===== src/rtl/fifo_occ_if.sv =====
// Handshake and status bundle for the fifo_occ router input-port buffer.
// master drives writes/reads; slave is the FIFO itself.
interface fifo_occ_if #(
  parameter int unsigned DATA_WIDTH       = 8,
  parameter int unsigned FIFO_DEPTH_WIDTH = 2
);
  logic                        wr_en_i;
  logic                        rd_en_i;
  logic [DATA_WIDTH-1:0]       data_i;
  logic [DATA_WIDTH-1:0]       data_o;
  logic                        full_o;
  logic                        empty_o;
  logic                        almost_full_o;
  logic                        almost_empty_o;
  logic [FIFO_DEPTH_WIDTH:0]   count_o;
  logic                        overflow_o;
  logic                        underflow_o;

  modport master (
    output wr_en_i, rd_en_i, data_i,
    input  data_o, full_o, empty_o, almost_full_o, almost_empty_o, count_o,
           overflow_o, underflow_o
  );

  modport slave (
    input  wr_en_i, rd_en_i, data_i,
    output data_o, full_o, empty_o, almost_full_o, almost_empty_o, count_o,
           overflow_o, underflow_o
  );
endinterface


===== src/rtl/fifo_occ.sv =====
// Circular FIFO using all 2**FIFO_DEPTH_WIDTH entries via wrap-bit pointers, with occupancy,
// almost flags and overflow/underflow pulses. Define FIFO_FWFT_EN for first-word-fall-through reads.
module fifo_occ #(
  parameter int unsigned DATA_WIDTH         = 8,
  parameter int unsigned FIFO_DEPTH_WIDTH   = 2,
  parameter int unsigned ALMOST_FULL_LEVEL  = 3,
  parameter int unsigned ALMOST_EMPTY_LEVEL = 1,
  parameter int unsigned ID                 = 0
) (
  input logic       clk_i,
  input logic       rst_ni,
  fifo_occ_if.slave bus
);

  localparam int unsigned Depth = 1 << FIFO_DEPTH_WIDTH;
  localparam int unsigned PtrW  = FIFO_DEPTH_WIDTH + 1;
  localparam logic [PtrW-1:0] AfLevel = PtrW'(ALMOST_FULL_LEVEL);
  localparam logic [PtrW-1:0] AeLevel = PtrW'(ALMOST_EMPTY_LEVEL);

  logic [PtrW-1:0]       wr_ptr_q, rd_ptr_q;
  logic [PtrW-1:0]       count;
  logic [DATA_WIDTH-1:0] mem_q [Depth];
  logic                  empty, full;
  logic                  rd_acc, wr_acc;
  logic                  overflow_q, underflow_q;

  assign empty = (wr_ptr_q == rd_ptr_q);
  assign full  = (wr_ptr_q[PtrW-1] != rd_ptr_q[PtrW-1]) &&
                 (wr_ptr_q[PtrW-2:0] == rd_ptr_q[PtrW-2:0]);
  assign count = wr_ptr_q - rd_ptr_q;

  // A pop frees a slot in the same edge, so a full FIFO still takes a write alongside a read.
  assign rd_acc = bus.rd_en_i && !empty;
  assign wr_acc = bus.wr_en_i && (!full || rd_acc);

  always_ff @(posedge clk_i or negedge rst_ni) begin
    if (!rst_ni) begin
      wr_ptr_q    <= '0;
      rd_ptr_q    <= '0;
      overflow_q  <= 1'b0;
      underflow_q <= 1'b0;
      for (int i = 0; i < int'(Depth); i++) begin
        mem_q[i] <= '0;
      end
    end else begin
      overflow_q  <= bus.wr_en_i && !wr_acc;
      underflow_q <= bus.rd_en_i && !rd_acc;
      if (wr_acc) begin
        mem_q[wr_ptr_q[PtrW-2:0]] <= bus.data_i;
        wr_ptr_q                  <= wr_ptr_q + 1'b1;
      end
      if (rd_acc) begin
        rd_ptr_q <= rd_ptr_q + 1'b1;
      end
    end
  end

`ifdef FIFO_FWFT_EN
  assign bus.data_o = empty ? '0 : mem_q[rd_ptr_q[PtrW-2:0]];
`else
  logic [DATA_WIDTH-1:0] data_q;

  always_ff @(posedge clk_i or negedge rst_ni) begin
    if (!rst_ni) begin
      data_q <= '0;
    end else if (rd_acc) begin
      data_q <= mem_q[rd_ptr_q[PtrW-2:0]];
    end
  end

  assign bus.data_o = data_q;
`endif

  assign bus.full_o         = full;
  assign bus.empty_o        = empty;
  assign bus.count_o        = count;
  assign bus.almost_full_o  = (count >= AfLevel);
  assign bus.almost_empty_o = (count <= AeLevel);
  assign bus.overflow_o     = overflow_q;
  assign bus.underflow_o    = underflow_q;

`ifndef SYNTHESIS
  initial begin
    $display("fifo_occ[%0d]: depth=%0d width=%0d", ID, Depth, DATA_WIDTH);
    if (ALMOST_FULL_LEVEL < 1 || ALMOST_FULL_LEVEL > Depth) begin
      $error("fifo_occ[%0d]: ALMOST_FULL_LEVEL %0d outside 1..%0d", ID, ALMOST_FULL_LEVEL, Depth);
    end
    if (ALMOST_EMPTY_LEVEL >= Depth) begin
      $error("fifo_occ[%0d]: ALMOST_EMPTY_LEVEL %0d outside 0..%0d", ID, ALMOST_EMPTY_LEVEL,
             Depth - 1);
    end
  end
`endif

endmodule


===== src/flat_wrapper.sv =====
// flat-port wrapper written by rule: the top's interface ports become plain ports
module fifo_occ_flat 
#(
  parameter int unsigned DATA_WIDTH         = 8,
  parameter int unsigned FIFO_DEPTH_WIDTH   = 2,
  parameter int unsigned ALMOST_FULL_LEVEL  = 3,
  parameter int unsigned ALMOST_EMPTY_LEVEL = 1,
  parameter int unsigned ID                 = 0
)
  (clk_i, rst_ni, bus_wr_en_i, bus_rd_en_i, bus_data_i, bus_data_o, bus_full_o, bus_empty_o, bus_almost_full_o, bus_almost_empty_o, bus_count_o, bus_overflow_o, bus_underflow_o);
  fifo_occ_if #(.DATA_WIDTH(DATA_WIDTH), .FIFO_DEPTH_WIDTH(FIFO_DEPTH_WIDTH)) bus_i ();
  input logic clk_i;
  input logic rst_ni;
  input wire logic [$bits(bus_i.wr_en_i)-1:0] bus_wr_en_i;
  input wire logic [$bits(bus_i.rd_en_i)-1:0] bus_rd_en_i;
  input wire logic [$bits(bus_i.data_i)-1:0] bus_data_i;
  output wire logic [$bits(bus_i.data_o)-1:0] bus_data_o;
  output wire logic [$bits(bus_i.full_o)-1:0] bus_full_o;
  output wire logic [$bits(bus_i.empty_o)-1:0] bus_empty_o;
  output wire logic [$bits(bus_i.almost_full_o)-1:0] bus_almost_full_o;
  output wire logic [$bits(bus_i.almost_empty_o)-1:0] bus_almost_empty_o;
  output wire logic [$bits(bus_i.count_o)-1:0] bus_count_o;
  output wire logic [$bits(bus_i.overflow_o)-1:0] bus_overflow_o;
  output wire logic [$bits(bus_i.underflow_o)-1:0] bus_underflow_o;
  assign bus_i.wr_en_i = bus_wr_en_i;
  assign bus_i.rd_en_i = bus_rd_en_i;
  assign bus_i.data_i = bus_data_i;
  assign bus_data_o = bus_i.data_o;
  assign bus_full_o = bus_i.full_o;
  assign bus_empty_o = bus_i.empty_o;
  assign bus_almost_full_o = bus_i.almost_full_o;
  assign bus_almost_empty_o = bus_i.almost_empty_o;
  assign bus_count_o = bus_i.count_o;
  assign bus_overflow_o = bus_i.overflow_o;
  assign bus_underflow_o = bus_i.underflow_o;
  fifo_occ #(.DATA_WIDTH(DATA_WIDTH), .FIFO_DEPTH_WIDTH(FIFO_DEPTH_WIDTH), .ALMOST_FULL_LEVEL(ALMOST_FULL_LEVEL), .ALMOST_EMPTY_LEVEL(ALMOST_EMPTY_LEVEL), .ID(ID)) u_core (.clk_i(clk_i), .rst_ni(rst_ni), .bus(bus_i));
endmodule

===== config.mk =====
export PLATFORM = sky130hd
export DESIGN_NAME = fifo_occ_flat
export DESIGN_NICKNAME = d
export VERILOG_FILES = /design/src/rtl/fifo_occ_if.sv /design/src/rtl/fifo_occ.sv /design/src/flat_wrapper.sv
export SDC_FILE = /design/constraint.sdc
export NUM_CORES = 1
export LEC_CHECK = 0
export CELL_PAD_IN_SITES_DETAIL_PLACEMENT = 1
export CELL_PAD_IN_SITES_GLOBAL_PLACEMENT = 1
export CORE_MARGIN = 5
export CORE_UTILIZATION = 32
export DETAILED_ROUTE_END_ITERATION = 10
export DONT_BUFFER_PORTS = 1
export PLACE_DENSITY = 0.58
export RECOVER_POWER = 25
export SLEW_MARGIN = 20
export SYNTH_ARGS = -nofsm -noshare
export SYNTH_HDL_FRONTEND = slang
export SYNTH_SLANG_ARGS = --single-unit

===== constraint.sdc =====
create_clock -name clk_i -period 2.37 [get_ports clk_i]
set_input_delay 0.474 -clock clk_i [delete_from_list [all_inputs] [get_ports clk_i]]
set_output_delay 0.474 -clock clk_i [all_outputs]
set_load 0.01 [all_outputs]

Yosys cells after proc, flatten, opt, wreduce, memory -nomap -nowiden
Index checks and enable logic that the tools add are counted.
{"block": "op_classes", "order_cmp": 5, "mux": 6, "n_reduce_logical": 11, "n_addsub": 3, "n_bitwise": 2, "n_eq_ne": 3}
{"operator": "$bwmux 32", "count": 1}
{"operator": "$mux 8", "count": 3}
{"operator": "$bmux 8 s2", "count": 1}
{"operator": "$demux 8 s2", "count": 1}
{"operator": "$add 3x1->3 const B", "count": 2}
{"operator": "$ge 3x3->1 const B", "count": 2}
{"operator": "$logic_and 1x1->1", "count": 6}
{"operator": "$not 2->3", "count": 2}
{"operator": "$logic_not 1->1", "count": 4}
{"operator": "$eq 3x3->1", "count": 1}
{"operator": "$ge 3x2->1 const B", "count": 1}
{"operator": "$le 3x1->1 const B", "count": 1}
{"operator": "$lt 3x1->1 const B", "count": 1}
{"operator": "$sub 3x3->3", "count": 1}
{"operator": "$eq 2x2->1", "count": 1}
{"operator": "$logic_or 1x1->1", "count": 1}
{"operator": "$ne 1x1->1", "count": 1}
{"block": "word_totals", "input_bits": 12, "ff_bits": 48, "out_inout_bits": 17, "elab_cells": 39}

Longest topological paths before layout
Gate-level depths: netlist of the first run.
{"block": "logic_depth", "word_depth": 7, "mapped_depth": 6, "ltp_nobuf": 6}

Worst setup path after synthesis of the first run
No wires, ideal clock.
{"block": "synth_timing", "path_type": "reg-to-reg", "startpoint": "reg u_core.rd_ptr_q[1]", "endpoint": "reg u_core.mem_q[0] in the netlist's numbering", "period_less_slack_ns": 2.321, "setup_ns": 0.125, "arrival_time_ns": 2.197, "path_buffers": 1, "path_slack_ns": 0.049, "stages_incl_launch_ff": 7, "required_ns": 2.245, "cell_sequence": "dfrtp_1 clkbuf_1 inv_1 ha_1 nand2_1 o311ai_4 mux2_2"}
{"block": "synth_between", "elab_chain_cells": 5, "word_cells_on_any_way": 8, "classes_between": "eq/ne: 2; reduce/logical: 6"}
{"element": "start: declaration", "line": "fifo_occ.sv:20", "source": "logic [PtrW-1:0] wr_ptr_q, rd_ptr_q;"}
{"element": "start signal: assignment", "line": "fifo_occ.sv:53", "source": "rd_ptr_q <= rd_ptr_q + 1'b1;"}
{"element": "$eq 3x3->1 / $eq 2x2->1 (equally long branches)", "line": "fifo_occ.sv:27, fifo_occ.sv:29"}
{"element": "$logic_not 1->1 / $logic_and 1x1->1 (equally long branches)", "line": "fifo_occ.sv:33, fifo_occ.sv:28"}
{"element": "$logic_and 1x1->1 / $logic_not 1->1 (equally long branches)", "line": "fifo_occ.sv:33, fifo_occ.sv:34"}
{"element": "$logic_or 1x1->1 (*)", "line": "fifo_occ.sv:34", "source": "assign wr_acc = bus.wr_en_i && (!full || rd_acc);"}
{"element": "$logic_and 1x1->1 (*)", "line": "fifo_occ.sv:34"}
{"element": "end signal: indexed assignment", "line": "fifo_occ.sv:49", "source": "mem_q[wr_ptr_q[PtrW-2:0]] <= bus.data_i;"}
{"element": "end: declaration", "line": "fifo_occ.sv:22", "source": "logic [DATA_WIDTH-1:0] mem_q [Depth];"}
Every way passes the cells marked *; elsewhere a longest branch is shown, timed or not.
A chain may end at the register's enable or synchronous reset.

Worst setup path in the final report of the first run
{"block": "layout_timing", "startpoint": "reg u_core.wr_ptr_q[0]", "endpoint": "out bus_almost_full_o"}
{"block": "layout_between", "elab_chain_cells": 2}
{"element": "start: declaration", "line": "fifo_occ.sv:20"}
{"element": "start signal: assignment", "line": "fifo_occ.sv:50", "source": "wr_ptr_q <= wr_ptr_q + 1'b1;"}
{"element": "$sub 3x3->3", "line": "fifo_occ.sv:30", "source": "assign count = wr_ptr_q - rd_ptr_q;"}
{"element": "$ge 3x2->1", "line": "fifo_occ.sv:77", "source": "assign bus.almost_full_o = (count >= AfLevel);"}
{"element": "end: declaration", "line": "flat_wrapper.sv:20", "source": "output wire logic [$bits(bus_i.almost_full_o)-1:0] bus_almost_full_o;"}
No other way between the ends.

==> summary.txt, run 1 <==
Job
  • Max_cap viols: 0

Logic synthesis
  • Mapped cell area: approximately 2200 um2
  • Post-synth top area cell: dfrtp_1
  • Post-synthesis adder-cell area fraction: 4.82%
  • Post-synthesis xor/xnor area fraction: 3.08%
  • Syn Inst Count: around 140
  • Top cell type's share of synthesized area: 53.8%
  • Synthesis warning total: 0
  • Combinational family with the most area after synthesis: multiplexers
  • Synth Area in Compound Gates: 6.11%
  • Netlist cell types: 20
  • Avg Cell Area, Syn: 16.4 um2
  • Seq/Total Area, Yosys: 53.8%
  • Area share of and/or/nand/nor cells after synthesis: ~1.3%
  • Multiplexer share of the synthesized area: 29.3%
  • FF+latch count, synth: 48
  • Syn nets: ~160
  • Synth area leaders: dfrtp_1 54%, mux2_2 21%, mux4_2 8.1%

Clock network
  • H-tree depth: 2
  • TritonCTS clock tree: yes
  • Clock latency on the worst-skew pair: 300 ps
  • CTS Root Cell: clkbuf_8
  • CTS Buf Count: 5
  • CTS sink cnt: 48
  • Clock buffer depth: 2
  • Clock Pin Slew Worst Setup and Hold Paths: 90 ps

Global routing
  • Total gr overflow: 0
  • Initial antenna violation count: 0
  • Vias in the first global route: 1272
  • Largest net degree at the start of global routing: 49
  • GRT Util Overall: 11.3%
  • First-pass GRT wire length: 7310 um

STA
  • Slew Limit Fails: 0
  • Slew @ Worst Pin: 1200 ps
  • Fin Setup TNS: 0 ps
  • Worst slew margin: around a fifth
  • Worst Hold Slack: 238 ps
  • Final hold viol count: 0
  • Crit share post-route: between 90% and 100%
  • Clock Skew: 4.26 ps
  • Setup violators final: 0
  • Highest Clock Rate: 0.445 GHz
  • Minimum clock period: 2250 ps
  • Setup repair after global routing missed its margin: no

Routing
  • Final WL: 4510 um
  • Top Metal Used: met4
  • Met3 wire len: 190 um
  • DR vias: 1187
  • Vias per cell: 4.79
  • WL/cell: 18.2 um
  • Drt pass-1 iters: 3
  • Met2 Routed Length: 2400 um
  • ANT nets after route: 0
  • DR iter-0 viols: 22
  • Drt drc: 0
  • Met1 Wirelength: 1870 um

Worst setup path
  • CP max-delay cell: dfrtp_1
  • Buffers and inverters on the worst path: 2
  • Worst Path Arrival: 1770 ps
  • Crit Reg-Reg Startpoint: u_core.wr_ptr_q[1]
  • Worst Path Required: 1900 ps
  • R2R setup slack: between 150 and 200 ps
  • R2R cell count: 5
  • CP max stage delay: 420 ps
  • R2r endpoint: u_core.mem_q[28]
  • Crit-path cells: inv_2 -> ha_1 -> inv_1 -> fa_1 -> xnor2_2 -> a21o_1
  • Crit. Startpoint: u_core.wr_ptr_q[0]
  • Crit path kind: reg -> out
  • Crit end category: primary output
  • Max FO, Critical Path: 3
  • Critical Path Start Type: flop
  • Critical path's top delay family: adder cells

Die
  • I/O Pins: 29
  • DIE HEIGHT: slightly above 90 um
  • Core area: just under 7000 um2
  • Die Wd: 93.5 um
  • Standard-cell rows: 30
  • Initial Util: 32.8%
  • Die area: 8740 um2

Layout
  • Layout cells sized above 1: 51.3%
  • Fill cells: 683
  • Nets@finish: roughly 170
  • Final core utilization: 37.2%
  • Antenna Cells: 0
  • Design area: 2530 um2
  • Layout overhead on the synthesized area: 13.3%

Min path
  • Hold path depth: 1
  • WHS Endpoint: u_core.bus.overflow_o
  • Worst Hold Class: in -> reg
  • HP Start: bus_rd_en_i

Place
  • Final RePlAce weighted congestion: 0.782
  • # port buffers: 0
  • DP HPWL: 3070 um
  • Placed cell area: 2400 um2

Power
  • Max IR drop VDD: between 0.4 and 0.5 mV
  • Leak: 1.05 nW
  • PwrDens: 1580 nW/um2

Run status
  • Status: finished clean
## Yosys cell counts
| cell type | count |
|---|---|
| dfrtp_1 | 48 |
| mux2_2 | 42 |
| mux4_2 | 8 |
| ha_1 | 7 |
| inv_1 | 5 |
| xnor2_1 | 5 |
| o311ai_4 | 4 |
| clkbuf_1 | 3 |
| nor2_1 | 3 |
| a21o_1 | 1 |
| and2_1 | 1 |
| buf_1 | 1 |
| fa_1 | 1 |
| nand2_1 | 1 |
| nor4b_1 | 1 |
| o211ai_1 | 1 |
| o21ai_2 | 1 |
| o31ai_1 | 1 |
| xnor2_2 | 1 |
| xor2_1 | 1 |
## worst max path at each step
stage          cells past startpoint            endpoint
6_report                           6   bus_almost_full_o
5_1_grt                            6   bus_almost_full_o
4_1_cts                            6  bus_almost_empty_o
3_5_place_dp                       6    u_core.mem_q[28]
3_3_place_gp                       6    u_core.mem_q[23]
2_1_floorplan                      6     u_core.mem_q[0]
## power breakdown
group	internal [mW]	switching (mW)
sequential	1.24	0.290
combinational	1.03	0.911
clock	0.238	0.274
## routing by layer
| layer | vias to the layer above | GRT usage [%] |
|---|---|---|
| met2 | 21 | 18.8 |
| met5 | - | 0 |
| met3 | 5 | 3.06 |
| li1 | 529 | - |
| met4 | 0 | 3.30 |
| met1 | 632 | 14.3 |
## kinds of logic after synthesis
kind of cell	Yosys count
mux	50
flops	48
fa+ha+maj	8
buf+inv	9
xor+xnor	7
simple gates	6
compound gates	8
## layout make-up
cell class	count	area (um2)	area share, %
clock buffer	7	86.3	3.42
clock inverter	1	7.51	0.297
inverter	5	18.8	0.743
multi-input combinational	79	1010	39.8
sequential	48	1200	47.5
tap	96	120	4.75
timing repair buffer	12	87.6	3.47
## cells in the final DEF (no fill, tap or decap), types with 2 or more instances in the layout
master	netlist	final
ha_1	7	7
nor2_1	3	2
xnor2_1	5	4
inv_1	5	4
xnor2_2	1	2
clkbuf_8	0	6
mux2_2	42	42
dfrtp_1	48	48
mux4_2	8	8
o311ai_4	4	4
buf_4	0	11
## timing repair
action,in CTS,in global routing
gates resized for setup,1,2
hold buffers,1,0
setup endpoints to repair,2,13
setup buffers,0,2
endpoints found under the hold margin,48,0
pin swaps,0,1
## registers in the layout, summed over array words and instances (netlist names)
| register | cells |
|---|---|
| u_core.rd_ptr_q | 3 |
| u_core.wr_ptr_q | 3 |
| u_core.mem_q | 32 |
| u_core.bus.data_o | 8 |
| u_core.bus.underflow_o | 1 |
| u_core.bus.overflow_o | 1 |
## through the flow
stage,setup WS [ps],power [mW],cells
after floorplan,48.6,2.93,136
after global placement,257,3.35,237
after detailed placement,105,3.45,237
after CTS,18.6,4.02,246
after global routing,11.6,4.27,248
final,124,3.98,248
Note: power is estimated with default switching activity, not from simulation.
==> inputs of run 2 (changes only) <==
--- a/config.mk
+++ b/config.mk
@@ -5,13 +5,11 @@
 export SDC_FILE = /design/constraint.sdc
 export NUM_CORES = 1
 export LEC_CHECK = 0
-export CELL_PAD_IN_SITES_DETAIL_PLACEMENT = 1
-export CELL_PAD_IN_SITES_GLOBAL_PLACEMENT = 1
 export CORE_MARGIN = 5
 export CORE_UTILIZATION = 32
 export DETAILED_ROUTE_END_ITERATION = 10
 export DONT_BUFFER_PORTS = 1
-export PLACE_DENSITY = 0.58
+export PLACE_DENSITY = 0.51
 export RECOVER_POWER = 25
 export SLEW_MARGIN = 20
 export SYNTH_ARGS = -nofsm -noshare
==> summary.txt, run 2 (synthesis results as in run 1) <==
Die
  • Initial Util: about a third
  • Die Wd: 93.5 um
  • Die area: 8740 um2
  • I/O Pins: 29
  • Standard-cell rows: 30
  • DIE HEIGHT: 93.5 um
  • Core area: 6790 um2

Worst setup path
  • Buffers and inverters on the worst path: 2
  • Worst path most repeated cell: inv_1
  • Max FO, Critical Path: 3
  • CP max stage delay: 400 ps
  • Worst Path Arrival: 1760 ps
  • CP max-delay cell: dfrtp_1
  • Critical path's top delay family: adder cells
  • Critical Path Start Type: flop
  • Crit-path cells: inv_1 -> ha_1 -> inv_1 -> fa_1 -> xnor2_2 -> a21o_1
  • R2R cell count: 5
  • Worst path depth: 6
  • Crit end category: primary output
  • Worst Path Required: between 1500 and 2000 ps
  • Crit path kind: reg -> out

Layout
  • Nets@finish: 172
  • Total area of sequential cells: 1200 um2
  • Max FFs per register: 32
  • Most used cells in the layout excluding fill and tap cells: 48 x dfrtp_1, 42 x mux2_2, 12 x buf_4, 8 x mux4_2, 7 x ha_1
  • Layout Cells excl Fill: ~250
  • Multi-input combinational cell area: 1010 um2
  • Commonest non-fill, non-tap cell in the layout: dfrtp_1
  • Final core utilization: 37.3%
  • Layout overhead on the synthesized area: 13.7%
  • Fill cells: approximately 660
  • Antenna Cells: 0
  • Design area: around 2500 um2
  • Layout cells sized above 1: roughly half
  • Biggest register: u_core.mem_q

STA
  • Highest Clock Rate: 0.448 GHz
  • Fin Setup TNS: 0 ps
  • Setup violators final: 0
  • Setup repair after global routing missed its margin: no
  • Minimum clock period: 2230 ps
  • Crit share post-route: approximately 94%
  • Slew @ Worst Pin: 1180 ps
  • Slew Limit Fails: 0
  • Worst Hold Slack: 243 ps
  • Final worst setup slack: 140 ps
  • Worst slew margin: 21.6%
  • Final hold viol count: 0
  • Clock Skew: 6.66 ps

Routing
  • WL/cell: between 15 and 20 um
  • DR iter-0 viols: 19
  • Vias per cell: 4.76
  • Final WL: 4380 um
  • Drt drc: 0
  • Drt pass-1 iters: 4
  • ANT nets after route: 0
  • DR vias: 1184

Min path
  • Hold path depth: 1
  • Worst Hold Class: in -> reg

Place
  • Placed cell area: 2420 um2
  • Final RePlAce weighted congestion: 0.706
  • Placed insts: around 240
  • # port buffers: 0
  • DP HPWL: a little over 3000 um
  • Pre-CTS WS: 156 ps

Clock network
  • CTS sink cnt: 48
  • Clock buffer depth: 2
  • Clock latency on the worst-skew pair: 300 ps
  • TritonCTS clock tree: yes
  • H-tree depth: 2
  • Clock Pin Slew Worst Setup and Hold Paths: approximately 90 ps
  • CTS Buf Count: 5
  • CTS Root Cell: clkbuf_8

Global routing
  • Vias in the first global route: around 1.3k
  • Largest net degree at the start of global routing: 49
  • Total gr overflow: 0
  • First-pass GRT wire length: 7220 um
  • Initial antenna violation count: 0
  • GRT Util Overall: 11.2%

Power
  • Logic pwr share: 48.8%
  • Total net switching power: 1.46 mW
  • Internal power: 2.52 mW
  • Leak: 1.06 nW
  • Net Sw Frac: a little under two fifths
  • Clock network fraction of design power: 12.9%
  • Final Power: 3.98 mW
  • PwrDens: approximately 1600 nW/um2
  • Sequential share of power: 38.3%
  • Max IR drop VDD: a little under 0.5 mV

Job
  • Max_cap viols: 0

Run status
  • Status: finished clean
[run 2: timing repair]
action                     4_1_cts  5_1_grt
hold endpoints to repair        48        0
setup endpoints to repair        0        5
setup buffers                    0        1
resized for setup                0        2
hold buffers                     1        0
[run 2: power by group through the flow]
| stage | registers (mW) | logic (mW) | clock network [mW] |
|---|---|---|---|
| 2_1_floorplan | 1.47 | 1.47 | 0 |
| 3_3_place_gp | 1.52 | 1.87 | 0 |
| 3_5_place_dp | 1.56 | 1.91 | 0 |
| 4_1_cts | 1.54 | 1.94 | 0.541 |
| 5_1_grt | 1.58 | 2.14 | 0.575 |
| 6_report | 1.52 | 1.94 | 0.513 |
[run 2: area by class of cell]
class | instances | area share (%)
sequential | 48 | 47.3
multi-input combinational | 79 | 39.6
tap | 96 | 4.73
timing repair buffer | 13 | 3.75
clock buffer | 6 | 3.25
inverter | 5 | 0.740
clock inverter | 2 | 0.542
[run 2: path summary, 6_finish.rpt]
kind / start / end / slack, ps
worst min-delay path: bus_rd_en_i / u_core.bus.overflow_o / 240
worst min register to register: u_core.mem_q[3] / u_core.mem_q[3] / 510
max in group asynchronous: rst_ni / u_core.mem_q[24] / 1260
worst max register to register: u_core.wr_ptr_q[1] / u_core.mem_q[13] / 190
min in group asynchronous: rst_ni / u_core.bus.underflow_o / 390
worst max-delay path: u_core.wr_ptr_q[0] / bus_almost_full_o / 140
[run 2: worst register-to-register path, delay by kind of cell (launching register included)]
| family | cells | cell delay (ps) |
|---|---|---|
| buffers and inverters | 1 | 250 |
| flip-flops | 1 | 470 |
| AO/OA/AOI/OAI | 1 | 350 |
| adder cells (fa/ha/maj) | 1 | 310 |
| AND/OR/NAND/NOR | 1 | 320 |
| multiplexers | 1 | 360 |
[run 2: routing by layer]
metal / wire (um) / GRT usage (%) / share of wire, %
met3: 263 / 3.38 / 6.0
met2: 2190 / 17.9 / 50
met5: 0 / 0 / 0
met4: 68 / 4.40 / 1.6
met1: 1860 / 14.3 / 42
